**src/rtl/add_sub_pkg.sv**
```systemverilog
// Shared types and helpers for the pipelined adder/subtractor slice.
// Holds the operation encoding, result flag bundle and saturation limits.
package add_sub_pkg;

  typedef enum logic {
    OP_ADD = 1'b0,
    OP_SUB = 1'b1
  } op_e;

  typedef struct packed {
    logic carry;
    logic ovf;
    logic zero;
    logic neg;
  } flags_t;

  localparam int unsigned SAT_MAX_W = 256;

  // Returns the most-negative (negative=1) or most-positive limit for a
  // bit_w-wide two's-complement value in the low bit_w bits.
  function automatic logic [SAT_MAX_W-1:0] sat_limit(input int unsigned bit_w,
                                                     input logic negative);
    logic [SAT_MAX_W-1:0] v;
    v = '0;
    for (int unsigned i = 0; i < SAT_MAX_W; i++) begin
      if (i + 1 < bit_w) v[i] = ~negative;
      else if (i + 1 == bit_w) v[i] = negative;
    end
    return v;
  endfunction

endpackage

```
**src/rtl/add_sub_chunk.sv**
```systemverilog
// W-bit ripple-carry adder chunk with carry in/out, built from full_adder cells.
module add_sub_chunk #(
  parameter int unsigned W = 8
) (
  input  logic [W-1:0] a,
  input  logic [W-1:0] b,
  input  logic         cin,
  output logic [W-1:0] sum,
  output logic         cout
);

  // Per-bit carry nets keep the ripple free of self-referencing vectors.
  for (genvar i = 0; i < W; i++) begin : g_bit
    logic ci;
    logic co;
    if (i == 0) begin : g_c0
      assign ci = cin;
    end else begin : g_cn
      assign ci = g_bit[i-1].co;
    end
    full_adder u_fa (
      .a   (a[i]),
      .b   (b[i]),
      .cin (ci),
      .sum (sum[i]),
      .cout(co)
    );
  end

  assign cout = g_bit[W-1].co;

endmodule

```
**src/rtl/full_adder.sv**
```systemverilog
// One-bit full adder cell used to build the ripple chunks.
module full_adder (
  input  logic a,
  input  logic b,
  input  logic cin,
  output logic sum,
  output logic cout
);

  assign sum  = a ^ b ^ cin;
  assign cout = (a & b) | (cin & (a ^ b));

endmodule

```
**src/rtl/pipelined_add_sub.sv**
```systemverilog
// Pipelined add/sub: one W-bit chunk per stage, carry registered between stages.
// Optional saturation in the final stage when ADD_SUB_SAT_EN is defined.
module pipelined_add_sub
  import add_sub_pkg::*;
#(
  parameter int unsigned BIT    = 32,
  parameter int unsigned STAGES = 4
) (
  input  logic           clk_i,
  input  logic           rst_ni,
  input  logic           valid_i,
  output logic           ready_o,
  input  logic [BIT-1:0] a_i,
  input  logic [BIT-1:0] b_i,
  input  logic           sub_i,
`ifdef ADD_SUB_SAT_EN
  input  logic           sat_i,
`endif
  output logic           valid_o,
  input  logic           ready_i,
  output logic [BIT-1:0] result_o,
  output logic           carry_o,
  output logic           ovf_o,
  output logic           zero_o,
  output logic           neg_o
);

  localparam int unsigned W = BIT / STAGES;

  logic           en;
  logic           v_q  [STAGES];
  logic           v_d  [STAGES];
  logic [BIT-1:0] a_q  [STAGES];
  logic [BIT-1:0] a_d  [STAGES];
  logic [BIT-1:0] b_q  [STAGES];
  logic [BIT-1:0] b_d  [STAGES];
  logic           c_q  [STAGES];
  logic           c_d  [STAGES];
  op_e            op_q [STAGES];
  op_e            op_d [STAGES];
`ifdef ADD_SUB_SAT_EN
  logic           sat_q[STAGES];
  logic           sat_d[STAGES];
`endif
  flags_t         flags_q;
  flags_t         flags_d;

  assign en      = !v_q[STAGES-1] || ready_i;
  assign ready_o = en;

  // The A word doubles as the result: finished chunks overwrite A in place.
  for (genvar k = 0; k < STAGES; k++) begin : g_stage
    logic [BIT-1:0] a_s;
    logic [BIT-1:0] b_s;
    logic [BIT-1:0] a_mix;
    logic           c_s;
    logic           v_s;
    op_e            op_s;
    logic [W-1:0]   sum;
    logic           cout;
`ifdef ADD_SUB_SAT_EN
    logic           sat_s;
`endif

    if (k == 0) begin : g_in
      assign a_s  = a_i;
      assign b_s  = b_i ^ {BIT{sub_i}};
      assign c_s  = sub_i;
      assign v_s  = valid_i;
      assign op_s = sub_i ? OP_SUB : OP_ADD;
`ifdef ADD_SUB_SAT_EN
      assign sat_s = sat_i;
`endif
    end else begin : g_mid
      assign a_s  = a_q[k-1];
      assign b_s  = b_q[k-1];
      assign c_s  = c_q[k-1];
      assign v_s  = v_q[k-1];
      assign op_s = op_q[k-1];
`ifdef ADD_SUB_SAT_EN
      assign sat_s = sat_q[k-1];
`endif
    end

    add_sub_chunk #(.W(W)) u_chunk (
      .a   (a_s[k*W +: W]),
      .b   (b_s[k*W +: W]),
      .cin (c_s),
      .sum (sum),
      .cout(cout)
    );

    always_comb begin
      a_mix = a_s;
      a_mix[k*W +: W] = sum;
    end

    assign v_d[k]  = v_s;
    assign b_d[k]  = b_s;
    assign c_d[k]  = cout;
    assign op_d[k] = op_s;
`ifdef ADD_SUB_SAT_EN
    assign sat_d[k] = sat_s;
`endif

    if (k == STAGES - 1) begin : g_last
      logic           ovf;
      logic [BIT-1:0] res;
      // a_s[BIT-1] is still the original A sign: the top chunk is replaced only in a_mix.
      assign ovf = (a_s[BIT-1] == b_s[BIT-1]) && (a_mix[BIT-1] != a_s[BIT-1]);
`ifdef ADD_SUB_SAT_EN
      logic [SAT_MAX_W-1:0] lim;
      assign lim = sat_limit(BIT, a_s[BIT-1]);
      assign res = (sat_s && ovf) ? lim[BIT-1:0] : a_mix;
`else
      assign res = a_mix;
`endif
      assign a_d[k]        = res;
      assign flags_d.carry = (op_s == OP_SUB) ? ~cout : cout;
      assign flags_d.ovf   = ovf;
      assign flags_d.zero  = (res == '0);
      assign flags_d.neg   = res[BIT-1];
    end else begin : g_pass
      assign a_d[k] = a_mix;
    end
  end

  always_ff @(posedge clk_i) begin
    if (!rst_ni) begin
      for (int unsigned k = 0; k < STAGES; k++) begin
        v_q[k]  <= 1'b0;
        a_q[k]  <= '0;
        b_q[k]  <= '0;
        c_q[k]  <= 1'b0;
        op_q[k] <= OP_ADD;
`ifdef ADD_SUB_SAT_EN
        sat_q[k] <= 1'b0;
`endif
      end
      flags_q <= '0;
    end else if (en) begin
      for (int unsigned k = 0; k < STAGES; k++) begin
        v_q[k]  <= v_d[k];
        a_q[k]  <= a_d[k];
        b_q[k]  <= b_d[k];
        c_q[k]  <= c_d[k];
        op_q[k] <= op_d[k];
`ifdef ADD_SUB_SAT_EN
        sat_q[k] <= sat_d[k];
`endif
      end
      flags_q <= flags_d;
    end
  end

  assign valid_o  = v_q[STAGES-1];
  assign result_o = a_q[STAGES-1];
  assign carry_o  = flags_q.carry;
  assign ovf_o    = flags_q.ovf;
  assign zero_o   = flags_q.zero;
  assign neg_o    = flags_q.neg;

endmodule

```
**config.mk**
```make
export PLATFORM = sky130hd
export DESIGN_NAME = pipelined_add_sub
export DESIGN_NICKNAME = d
export VERILOG_FILES = /design/src/rtl/add_sub_pkg.sv /design/src/rtl/add_sub_chunk.sv /design/src/rtl/full_adder.sv /design/src/rtl/pipelined_add_sub.sv
export SDC_FILE = /design/constraint.sdc
export NUM_CORES = 1
export LEC_CHECK = 0
export CAP_MARGIN = 20
export CORE_ASPECT_RATIO = 0.5
export CORE_UTILIZATION = 46
export DETAILED_ROUTE_END_ITERATION = 10
export PLACE_DENSITY = 0.68
export REMOVE_ABC_BUFFERS = 1
export SYNTH_ARGS = -nofsm -noshare
export SYNTH_HDL_FRONTEND = slang
export SYNTH_SLANG_ARGS = --single-unit
```
**constraint.sdc**
```tcl
create_clock -name clk_i -period 6.9 [get_ports clk_i]
set_input_delay 0.69 -clock clk_i [delete_from_list [all_inputs] [get_ports clk_i]]
set_output_delay 0.69 -clock clk_i [all_outputs]
set_load 0.01 [all_outputs]
```
==> After elaboration in Yosys (flattened, before gate mapping) <==
Memory sizes are Yosys's and may differ from the RTL's.
Index checks and enable logic that the tools add are counted.
{ "op_classes": {"shifts": 0, "magnitude_cmp": 0, "bitwise_logic": 182, "mul": 0, "n_reduce_logical": 4, "add_sub_neg": 0, "mux": 26, "n_eq_ne": 2, "div": 0} }
{ "op_table": {"columns": ["operator", "n"], "rows": [
  ["two-way mux 32 bit", 8],
  ["bitwise AND 1 bit", 64],
  ["bitwise XOR 1 bit", 64],
  ["bitwise OR 1 bit", 52],
  ["zero test 32 bit", 1],
  ["bitwise XOR 32 bit", 1],
  ["two-way mux 1 bit", 18],
  ["equality test 1 bit", 1],
  ["logical AND 1 bit", 1],
  ["zero test 1 bit", 1],
  ["logical OR 1 bit", 1],
  ["inequality test 1 bit", 1],
  ["inverter 1 bit", 1]
]} }
{ "totals": {"inputBits": 69, "reg_bits": 4, "mem_count": 5, "latchBits": 0, "romBits": 0, "word_cells": 223, "ram_bits": 268} }
{ "mem_list": {"columns": ["name", "words", "word_bits", "read_ports", "rd_clocked_by_memory_dff", "write_ports", "line_no", "rtl"], "rows": [
  ["a_q", 4, 32, 4, 0, 4, "pipelined_add_sub.sv:33", "logic [BIT-1:0] a_q [STAGES];"],
  ["b_q", 4, 32, 3, 0, 4, "pipelined_add_sub.sv:35", "logic [BIT-1:0] b_q [STAGES];"],
  ["c_q", 4, 1, 3, 0, 4, "pipelined_add_sub.sv:37", "logic c_q [STAGES];"],
  ["op_q", 4, 1, 3, 0, 4, "pipelined_add_sub.sv:39", "op_e op_q [STAGES];"],
  ["v_q", 4, 1, 4, 0, 4, "pipelined_add_sub.sv:31", "logic v_q [STAGES];"]
]} }

==> Logic depth before layout (Yosys ltp) <==
{ "logic_depth": {"ltp_word": 19, "mapped_depth": 15, "ltp_nobuf": 15} }

==> Cells and area by module <==
Synthesis repeated with hierarchy kept, for this count alone.
{ "unflattened": {"cells_unflattened": 516, "area_unflattened_um2": 8094.0} }
{ "modules_own_cells": {"columns": ["module", "instances", "cells_per_inst", "area_each_um2", "seq_area_each_um2"], "rows": [
  ["pipelined_add_sub", 1, 484, 7453.4, 5635.4],
  ["full_adder", 32, 1, 20.0, 0.0]
]} }

==> Least setup slack after synthesis <==
OpenSTA, ideal clock, no wires.
{ "synth_path": {"path_kind": "input port to flip-flop", "start": "input rst_ni", "end": "memory a_q[0][0] (enable)", "cell_stages": 3, "t_arrival_ps": 4059, "required_ps": 5425, "setup_time_ps": 1475, "path_slack_ps": 1366, "path_cell_list": "buf_2 -> clkbuf_1 -> nand2_1"} }
{ "synth_rtl": {"columns": ["element", "line_no", "rtl"], "rows": [
  ["start, declared", "pipelined_add_sub.sv:10", "input logic rst_ni,"],
  ["end, declared", "pipelined_add_sub.sv:33", null]
]} }

==> run metrics <==
antenna diode count=0; most frequent cells in the layout=183 x edfxtp_1, 144 x and3_1, 104 x clkdlybuf4s50_1, 40 x nor2_1, 32 x xnor2_1; routed via count=4324; root buf cell=clkbuf_16; area of the core=17400 um^2; CTS tree=done; CP max-delay cell=fa_1; sequential share of the synthesized area=68.8%; H-Tree Depth=4; DRC viols=0; Yosys top cell area share=67.0%; detailed-route wire length=13400 um; first-pass GRT wire length=21100 um; post-DR vias/cell=4.92; post-layout min period=4500 ps; status=complete, no violations; Peak VDD IR=0.190 mV; #FFs+latches synth=190; DIE AREA=18400 um^2; Layout area overhead=20.8%; Global Route Usage Sum=15.3%; CP Data Arrival Time=4870 ps; Routed Antenna Nets=0; P_leak=4.35 nW; Critical Path Stages=13; First DRT Iteration DRCs=341; Mapped Cells=544; worst hold-check slack=466 ps; Max Clk Rate=222 MHz; Final Hold Vio Count=0; max_slew headroom=36.1%; Hold Path Class=register to register; Setup crit start kind=register; CP most frequent cell=fa_1; worst slew pin tran=958 ps; Synth cell types=25; syn avg cell area=15.1 um^2; Clock Sinks=190; width of the die=191 um; RSZ-0062 raised after global routing=false; total power=2.54 mW; Critical Path End Type=register; initial antenna violation count=0; DR pass1 iterations=6; CP delay by family, top=adder cells; ys flop type=edfxtp_1; Fin Setup TNS=0 ps; Worst Path Max Fanout=2; maxcap violations=0; Synth area leader=edfxtp_1; port bufs=106; cts bufs inserted=17; clock skew=10.7 ps; I/O pin total=107; GPL Wtd Cong=0.728; CP Data Required Time=7260 ps; Wirelength per Cell=15.2 um; top post-synthesis cells by area=edfxtp_1 67%, and3_1 11%, fa_1 7.6%; share of cells above drive strength 1=6.51%; cts repair resizes=0; R2R depth=13; fin crit share=65.2%; CTS Hold Bufs=0; worst path bufs/invs=2; Syn Std Cell Area=8200 um^2; pin count of the biggest net entering global routing=101; worst-case clock buffer depth=2; Die Y=96.4 um; standard-cell rows=34; share of flip-flops with an asynchronous set or reset=0%; commonest non-fill, non-tap cell in the layout=edfxtp_1; Synth Warn #=0; critical path cell sequence=fa_1, fa_1, fa_1, fa_1, inv_1, fa_1, inv_1, fa_1, fa_1, nor4_1, nand4_1, nor4_1, a31o_1; Worst Hold Path Cells=2; final setup vio count=0; final slew viol count=0; Reg clk slew, reported paths=70 ps; # nets final=733; clk_lat worst skew=420 ps; number of synthesized flops with an enable pin=183; pwr dens=257 nW/um^2; grt ovf=0; post-detail-place hpwl=8260 um; postcts setup bufs=0; CP peak stage delay=560 ps; vias in the first global route=4122; initial core utilization=47.1%; WS Path Type=register to register
[cell families after synthesis]
group / Yosys count / share of synthesized area (%)
muxes: 1 / 0.122
buffers and inverters: 71 / 4.64
and+or+nand+nor: 209 / 14.5
DFF: 190 / 68.8
AOI/OAI and AO/OA: 7 / 0.656
xor gates and xnor gates: 34 / 3.63
adders and majority gates: 32 / 7.72
[state kept, by name, summed over array words and instances (netlist names)]
name	flops
ovf_o	1
op_q	3
carry_o	1
zero_o	1
c_q	3
a_q	128
v_q	4
b_q	48
neg_o	1
[per-stage QoR]
| step | utilization, % | instance area (um^2) | instances | worst slack (ps) |
|---|---|---|---|---|
| 6_report | 56.9 | 9900 | 879 | 2400 |
| 5_1_grt | 56.9 | 9900 | 879 | 2090 |
| 4_1_cts | 56.9 | 9900 | 879 | 2320 |
| 3_5_place_dp | 53.6 | 9320 | 847 | 2340 |
| 3_3_place_gp | 53.6 | 9320 | 847 | 2400 |
| 2_1_floorplan | - | 7930 | 502 | 1490 |
[area by class of cell]
type,count,area [um^2]
timing repair buffer,111,1090
multi-input combinational,283,2190
clock buffer,17,425
fill,1388,7500
inverter,29,114
sequential,190,5640
clock inverter,15,151
tap,234,293
[cells in the mapped netlist (2+ instances only)]
cell,count
a21boi_0,4
and3_1,144
buf_2,9
buf_6,13
clkbuf_1,20
dfxtp_1,7
edfxtp_1,183
fa_1,31
inv_1,28
nand2_1,11
nand4_1,2
nor2_1,40
nor4_1,8
xnor2_1,32
xor2_1,2
[power by group]
part           total (mW)  internal (mW)  switching [mW]
sequential           1.37           1.35          0.0258
combinational       0.216          0.118          0.0972
clock               0.950          0.511           0.440
total                2.54           1.98           0.563
[layer usage]
layer	vias to the layer above	wire length, um	GRT usage [%]
met3	14	534	3.43
li1	2115	-	-
met5	-	0	0
met1	2117	6130	20.1
met2	78	6560	25.8
met4	0	147	4.67
[final timing paths]
path / endpoint / slack [ps] / from
setup / recovery: zero_o / 2400 / c_q[0][2]
hold / removal: v_q[0] / 470 / v_q[0]
setup reg to reg: zero_o / 2400 / c_q[0][2]
hold reg to reg: v_q[0] / 470 / v_q[0]
[worst min-delay path: cells and delay by family (launching register included)]
kind               cells  cell delay [ps]
DFF                    1              310
and+or+nand+nor        1               50
AOI/OAI and AO/OA      1               60
(Power assumes the default switching activity.)
==> RTL edit (same flow settings) <==
Add a define of `ADD_SUB_SAT_EN`.
--- a/src/rtl/pipelined_add_sub.sv
+++ b/src/rtl/pipelined_add_sub.sv
@@ -1,5 +1,7 @@
 // Pipelined add/sub: one W-bit chunk per stage, carry registered between stages.
 // Optional saturation in the final stage when ADD_SUB_SAT_EN is defined.
+`define ADD_SUB_SAT_EN
+
 module pipelined_add_sub
   import add_sub_pkg::*;
 #(
Interface: changed (added sat_i); port bits go from 107 to 108. No check against the original RTL was run, so the function may have changed too.
==> RTL edit against the original RTL <==
Synthesized area is 0.98% higher; cell area is 2.0% higher; power is 1.7% higher; clock skew is 2.4 ps higher; sequential share of layout area is 0.24 points lower; worst setup slack worse by 1200 ps; sequential cell count is 3 higher; wire length is 12% higher; synthesized cell count is 1.7% higher; largest power group unchanged; highest routed layer unchanged.
==> RTL edit: results (changes against the original RTL) <==
Run status
  • Run status: finished, final reports clean (unchanged)

Place
  • IO buf count: 107 (was 106)
  • Placed cells: 861 (was 847)
  • Post-DP HPWL: 9535 µm (was 8258 µm)

Synthesis
  • Yosys warns: 0 (unchanged)
  • Synth top cells by count: edfxtp_1, and3_1, nor2_1 (unchanged)
  • Number of synthesized flops with an enable pin: 186 (was 183)
  • Synth cell types: 29 (was 25)
  • Post-Syn Area per Cell: 14.97 µm² (was 15.07 µm²)
  • Synth area leaders: edfxtp_1, and3_1, fa_1 (unchanged)

Drt
  • WL/cell: 16.72 µm (was 15.21 µm)
  • DRT met1 WL: 7305 µm (was 6131 µm)
  • Routed vias/inst: 5.011 (was 4.919)
  • Met2 wire len: 6919 µm (was 6555 µm)
  • Metal3 WL: 578 µm (was 534 µm)
  • Initial drt markers: 402 (was 341)
  • Pre-antenna DRT Iters: 4 (was 6)
  • Via count: 4475 (was 4324)

Final layout
  • Fill cells: 1397 (was 1388)
  • Nets: 748 (was 733)
  • Share of layout cells above drive strength 1: 7.284% (was 6.512%)

Timing
  • Final clock skew: 13.11 ps (was 10.70 ps)
  • Worst-Margin Slew: 1020 ps (was 958.1 ps)

GRT
  • Global-route usage over all layers: 17.06% (was 15.31%)
  • First-pass GRT wire length: 23730 µm (was 21080 µm)
  • Largest net degree at the start of global routing: 122 (was 101)
  • Vias in the first global route: 4428 (was 4122)

Critical path
  • R2R cell count: 15 (was 13)
  • Critical Path AT: 6000 ps (was 4870 ps)
  • R2R setup slack: 1190 ps (was 2400 ps)
  • Critical Path Source: c_q[0][2] (unchanged)

CTS
  • Max Root-Sink Buffers: 2 (unchanged)

Pwr
  • Leak Pwr: 0.004318 µW (was 0.004350 µW)
  • IR drop worst, VDD: 0.0001658 V (was 0.0001902 V)
[RTL edit: cell count changes after synthesis, sizes merged, moves of 3 or more]
cell    delta
and3      -27
buf        -8
clkbuf     +8
edfxtp     +3
o21a      +29
[RTL edit: cell type report]
class                   instances  area, µm²  share of cell area [%]
flip-flops and latches        193       5725                   56.69
multi-input cells             291       2280                   22.57
repair buffers                116       1129                   11.17
clock buffers                  18      429.2                   4.249
well taps                     234      292.8                   2.899
clock inverters                14      142.6                   1.412
inverters                      27      101.3                   1.003
[RTL edit: power by group]
group          total, µW  internal [µW]  switching (µW)  leakage [µW]
clock network        949            510             439      0.000283
logic                231            127             104       0.00177
registers           1400           1370            30.5       0.00227
total               2580           2010             574       0.00432
[RTL edit: metal layers]
metal	vias to the layer above	GRT usage, %
met1	2199	25.27
met2	97	25.55
met5	-	0
met3	10	3.048
li1	2169	-
met4	0	5.617
[RTL edit: kinds of logic (layout without fill, tap and decap cells)]
group                    after synthesis  count (layout)  synth area share (%)
flip-flops                           193             193                 69.18
AO/OA/AOI/OAI                         38              38                 3.447
XOR/XNOR                              34              34                 3.598
buffers and inverters                 69             175                 3.431
adder cells (fa/ha/maj)               32              32                 7.649
AND/OR/NAND/NOR                      185             185                 12.46
multiplexers                           2               2                0.2419
[RTL edit: worst min path at each step]
stage	startpoint	endpoint	slack, ps	cells past startpoint
global placement	v_q[2]	v_q[2]	450	2
finish	v_q[0]	v_q[0]	470	2
floorplan	v_q[2]	v_q[2]	440	2
global route	v_q[1]	v_q[1]	500	2
detailed placement	v_q[0]	v_q[0]	460	2
CTS	v_q[0]	v_q[0]	470	2
[RTL edit: per-stage QoR]
| stage | hold WS, ps | setup slack, ps | util, % | total power, µW | instance area [µm²] |
|---|---|---|---|---|---|
| finish | 468.6 | 1192 | 57.76 | 2583 | 10100 |
| global route | 496.3 | 951.7 | 57.76 | 2686 | 10100 |
| CTS | 470.4 | 1146 | 57.76 | 2609 | 10100 |
| detailed placement | 459.6 | 1178 | 54.49 | 1664 | 9528 |
| global placement | 448.1 | 1285 | 54.49 | 1657 | 9528 |
| floorplan | 436.6 | 875.9 | - | 1534 | 8094 |
[RTL edit: critical path, stage by stage (launching register included)]
cell and delay (ps):
edfxtp_1 400, fa_1 470, fa_1 460, fa_1 470
fa_1 480, fa_1 460, fa_1 450, inv_1 100
fa_1 210, fa_1 440, xor2_1 260, nor2_2 60
buf_4 240, a21oi_2 590, buf_4 330, o21a_1 150
